==> src/rtl/operand_b_select_pipe.sv <==
// Operand-B select stage: picks register / sign-extended immediate /
// raw immediate / zero from a one-hot opcode, flags illegal and multi-hot
// selects, and presents the result through a valid/ready stage with a
// one-entry skid register behind the main output register.
module operand_b_select_pipe #(
    parameter int unsigned      DATA_W    = 32,
    parameter int unsigned      IMM_W     = 16,
    parameter int unsigned      SEL_W     = 20,
    parameter int unsigned      TAG_W     = 5,
    parameter logic [SEL_W-1:0] REG_MASK  = 20'hC0073,
    parameter logic [SEL_W-1:0] SEXT_MASK = 20'h00600,
    parameter logic [SEL_W-1:0] IMM_MASK  = 20'h0218C,
    parameter logic [SEL_W-1:0] ZERO_MASK = 20'h01800
) (
    input  logic              clk,
    input  logic              rst_n,
    input  logic              in_valid,
    output logic              in_ready,
    input  logic [SEL_W-1:0]  in_sel,
    input  logic [DATA_W-1:0] in_reg,
    input  logic [DATA_W-1:0] in_imm,
    input  logic [TAG_W-1:0]  in_tag,
    output logic              out_valid,
    input  logic              out_ready,
    output logic [DATA_W-1:0] out_operand,
    output logic [TAG_W-1:0]  out_tag,
    output logic              out_illegal,
    output logic              out_multi,
    output logic [15:0]       illegal_count
);

    // Beat layout: {illegal, multi, tag, operand}
    localparam int unsigned BEAT_W = DATA_W + TAG_W + 2;

    typedef enum logic [1:0] {
        ST_EMPTY,
        ST_ONE,
        ST_FULL
    } state_t;

    state_t              r_state;
    logic                r_in_ready;
    logic                r_out_valid;
    logic [BEAT_W-1:0]   r_m_beat;
    logic [BEAT_W-1:0]   r_s_beat;
    logic [DATA_W-1:0]   r_last;
    logic [15:0]         r_cnt;

    logic [DATA_W-1:0]   w_sext;
    logic [DATA_W-1:0]   w_sel_val;
    logic                w_illegal;
    logic                w_multi;
    logic [BEAT_W-1:0]   w_beat;
    logic                w_accept;

    assign w_accept = in_valid && r_in_ready;
    // Size cast of a signed slice sign-extends and stays legal when IMM_W == DATA_W
    assign w_sext   = DATA_W'($signed(in_imm[IMM_W-1:0]));

    // Priority operand selection; unmatched selects replay the last legal operand
    always_comb begin
        w_illegal = 1'b0;
        if (|(in_sel & REG_MASK)) begin
            w_sel_val = in_reg;
        end else if (|(in_sel & SEXT_MASK)) begin
            w_sel_val = w_sext;
        end else if (|(in_sel & IMM_MASK)) begin
            w_sel_val = in_imm;
        end else if (|(in_sel & ZERO_MASK)) begin
            w_sel_val = '0;
        end else begin
            w_sel_val = r_last;
            w_illegal = 1'b1;
        end
        w_multi = |(in_sel & (in_sel - SEL_W'(1)));
        w_beat  = {w_illegal, w_multi, in_tag, w_sel_val};
    end

    // Output handshake FSM: main register M plus skid register S
    always_ff @(posedge clk or negedge rst_n) begin
        if (!rst_n) begin
            r_state     <= ST_EMPTY;
            r_in_ready  <= 1'b0;
            r_out_valid <= 1'b0;
            r_m_beat    <= '0;
            r_s_beat    <= '0;
        end else begin
            case (r_state)
                ST_EMPTY: begin
                    r_in_ready <= 1'b1;
                    if (w_accept) begin
                        r_m_beat    <= w_beat;
                        r_out_valid <= 1'b1;
                        r_state     <= ST_ONE;
                    end
                end
                ST_ONE: begin
                    if (w_accept && out_ready) begin
                        r_m_beat <= w_beat;
                    end else if (w_accept) begin
                        r_s_beat   <= w_beat;
                        r_in_ready <= 1'b0;
                        r_state    <= ST_FULL;
                    end else if (out_ready) begin
                        r_out_valid <= 1'b0;
                        r_state     <= ST_EMPTY;
                    end
                end
                ST_FULL: begin
                    if (out_ready) begin
                        r_m_beat   <= r_s_beat;
                        r_in_ready <= 1'b1;
                        r_state    <= ST_ONE;
                    end
                end
                default: begin
                    r_in_ready  <= 1'b1;
                    r_out_valid <= 1'b0;
                    r_state     <= ST_EMPTY;
                end
            endcase
        end
    end

    // Last legal operand and saturating illegal-beat counter
    always_ff @(posedge clk or negedge rst_n) begin
        if (!rst_n) begin
            r_last <= '0;
            r_cnt  <= '0;
        end else if (w_accept) begin
            if (w_illegal) begin
                if (r_cnt != '1) begin
                    r_cnt <= r_cnt + 16'd1;
                end
            end else begin
                r_last <= w_sel_val;
            end
        end
    end

    assign in_ready      = r_in_ready;
    assign out_valid     = r_out_valid;
    assign out_operand   = r_m_beat[DATA_W-1:0];
    assign out_tag       = r_m_beat[DATA_W +: TAG_W];
    assign out_multi     = r_m_beat[DATA_W + TAG_W];
    assign out_illegal   = r_m_beat[DATA_W + TAG_W + 1];
    assign illegal_count = r_cnt;

endmodule

==> config.mk <==
export PLATFORM = sky130hd
export DESIGN_NAME = operand_b_select_pipe
export DESIGN_NICKNAME = d
export VERILOG_FILES = /design/src/rtl/operand_b_select_pipe.sv
export SDC_FILE = /design/constraint.sdc
export NUM_CORES = 1
export LEC_CHECK = 0
export BUFFER_PORTS_ARGS = -buffer_cell sky130_fd_sc_hd__buf_2
export CAP_MARGIN = 20
export CELL_PAD_IN_SITES_DETAIL_PLACEMENT = 2
export CELL_PAD_IN_SITES_GLOBAL_PLACEMENT = 2
export CORE_ASPECT_RATIO = 0.5
export CORE_MARGIN = 4
export CORE_UTILIZATION = 33
export DETAILED_ROUTE_END_ITERATION = 10
export PLACE_DENSITY = 0.89
export SLEW_MARGIN = 20
export SYNTH_ARGS = -nofsm -noshare
export SYNTH_HDL_FRONTEND = slang
export SYNTH_SLANG_ARGS = --single-unit
==> constraint.sdc <==
create_clock -name clk -period 2.85 [get_ports clk]
set_clock_uncertainty 0.2 [all_clocks]
set_input_delay 0.57 -clock clk [delete_from_list [all_inputs] [get_ports clk]]
set_output_delay 0.57 -clock clk [all_outputs]
set_load 0.005 [all_outputs]
==> metrics <==
die height ~100 um; syn nets around 710; largest family of logic cells by synthesized area compound AO/OA/AOI/OAI gates; via/cell ratio 5.44; Hold Vio Cnt, Final 0; CP endpoint kind flop; Nets 866; syn avg cell area 10.0 um^2; flop2flop setup slack ~0.25 ns; drt drc 0; gr usage total a little under a quarter; Initial Util between 30 and 40%; H-Tree Depth 4; Clock Tree Buf Depth 2; hpwl dp 16.0 mm; Syn Inst Count about 620; RSZ-0062 raised after global routing false; global-route wire length before repair slightly below 40 mm; crit path cell chain buf_2 -> nor3_1 -> and3_1 -> and3_1 -> a221o_1 -> a21oi_1 -> a211oi_1; Largest stage delay, worst path 0.72 ns; status finished, final reports clean; post_cts resized 0; post-synthesis mux area share 7.25%; CTS Root Cell clkbuf_16; WP data required 2.95 ns; # port buffers between 100 and 150; Worst-Margin Slew 0.819 ns; Synth Register Bits 130; Final Setup Violations 0; row count 35; initial antenna violation count 3; Cell Area, Placed 7350 um^2; fraction of the yosys area taken by sequential cells 52.5%; final core utilization 43.1%; minimum hold slack 0.216 ns; Crit-path slowest cell and3_1; XOR/XNOR Fraction of Synth Area 2.12%; CP Launch Type input pin; CTS tree done; Max Slew Vio Count 0; Rel. slew slack a little under half; synth warn 0; RD Place Congestion 0.809; Routed Antenna Nets 0; largest cells by area after synthesis dfrtp_1 (52%), nor2_1 (7.1%), mux2_2 (7.1%), a21oi_1 (6.0%), a221o_1 (2.4%); critical-path maximum fanout 16; synthesized area 6200 um^2; CP arrival around 2.8 ns; Post-Synth Simple-Gate Area between 10% and 20%; pin count of the biggest net entering global routing 62; worst hold path class in2reg; DRT iter0 DRCs 326; Skew-Pair Late Insertion Delay 0.42 ns; Leak roughly 3.6 nW; crit share post-route about 93%; share of cells above drive strength 1 34.4%; fin area about 8000 um^2; routed via count between 5000 and 6000; Pre-antenna DRT Iters 4; vias in the first global route approximately 6700; CP bufs+invs 1; post-synthesis compound-gate area fraction 17.9%; Core ar. about 18000 um^2; CTS clock-pin slew for the worst setup and hold paths 0.06 ns; fin crit period 2.65 ns; Ports 150; max capacitance violation total 0; CTS sink cnt 130; Async SR Flop Fraction 100%; DIE AREA 21200 um^2; DIE WIDTH 202 um; fmax 378 MHz; ys flop type dfrtp_1; Pwr Total 7.44 mW; global route overflow 0; PwrDens 935 nW/um^2; cell taking the most area after synthesis dfrtp_1; EDFF count, synth 0; synthesis-to-finish area growth 28.3%; Synth top cells by count dfrtp_1 (130), nor2_1 (118), a21oi_1 (74); Synth cell types 52; worst vdd ir 505 uV; cts hold-fix bufs 1; crit path kind in2reg; total setup buffers inserted after CTS 0; routed len/inst 23.3 um; Post-Route WL between 20 and 25 mm; cell with the most instances after synthesis dfrtp_1; delay-heaviest family, CP simple AND/OR/NAND/NOR gates; share of the synthesized area in the top cell type between 50% and 60%; Synth Area in Adders 0.202%; crit-path most repeated cell and3_1; CTS Buf Count 17
[kinds of logic after synthesis]
family                     count (synthesis)
and+or+nand+nor                          224
muxes                                     40
xor gates and xnor gates                  15
buffers and inverters                     46
adders and majority gates                  1
DFF                                      130
AOI/OAI and AO/OA                        163
[path summary, 6_finish.rpt]
kind	depth (start not counted)	end	startpoint
worst max-delay path	7	r_m_beat[31]$_DFFE_PN0P_	in_sel[0]
worst min-delay path	2	r_s_beat[36]$_DFFE_PN0P_	in_tag[4]
min in group asynchronous	2	r_m_beat[5]$_DFFE_PN0P_	rst_n
max in group asynchronous	3	r_s_beat[21]$_DFFE_PN0P_	rst_n
worst min register to register	1	illegal_count[15]$_DFFE_PN0P_	illegal_count[15]$_DFFE_PN0P_
worst max register to register	7	r_m_beat[31]$_DFFE_PN0P_	r_state[1]$_DFFE_PN0P_
[cell usage in the layout (no fill, tap or decap), drive strengths merged, types with 6 or more instances in the layout]
master,n
xnor2,6
xor2,9
a21oi,83
nand3,10
a221oi,16
a221o,15
nor3,20
nand2,40
dfrtp,130
and3,9
o21ai,8
buf,175
clkbuf,19
a211oi,18
a31oi,11
nor2,119
nand4,6
mux2,39
[stage by stage]
step	cells	setup TNS (ns)	worst slack (ns)
global placement	1009	0	0.00247
detailed placement	1011	-0.230	-0.109
global route	1047	0	0.0950
finish	1047	0	0.204
floorplan	619	0	0.526
CTS	1044	0	0.228
[area by class of cell]
class	instances	area (um^2)
clock inverter	13	135
clock buffer	19	453
inverter	4	15.0
antenna	3	7.51
sequential	130	3250
tap	259	324
multi-input combinational	443	2760
timing repair buffer	176	1010
fill	1976	10500
[flip-flops by register name, indices dropped and copies added (netlist names)]
signal	cells
r_m_beat	39
in_ready	1
r_s_beat	39
illegal_count	16
out_valid	1
r_state	2
r_last	32
[metal layers]
metal | part of all wire, % | track usage (%) | vias up
met5 | 0 | 0 | -
met4 | 2.6 | 9.21 | 0
met3 | 3.1 | 3.60 | 48
met2 | 51 | 41.2 | 128
met1 | 43 | 29.0 | 2981
li1 | - | - | 2538
[power by group]
group | internal, mW | switching [mW]
combinational | 0.924 | 1.29
sequential | 2.55 | 0.478
clock | 1.33 | 0.869
total | 4.80 | 2.64
Power figures use the tool's default switching activity.
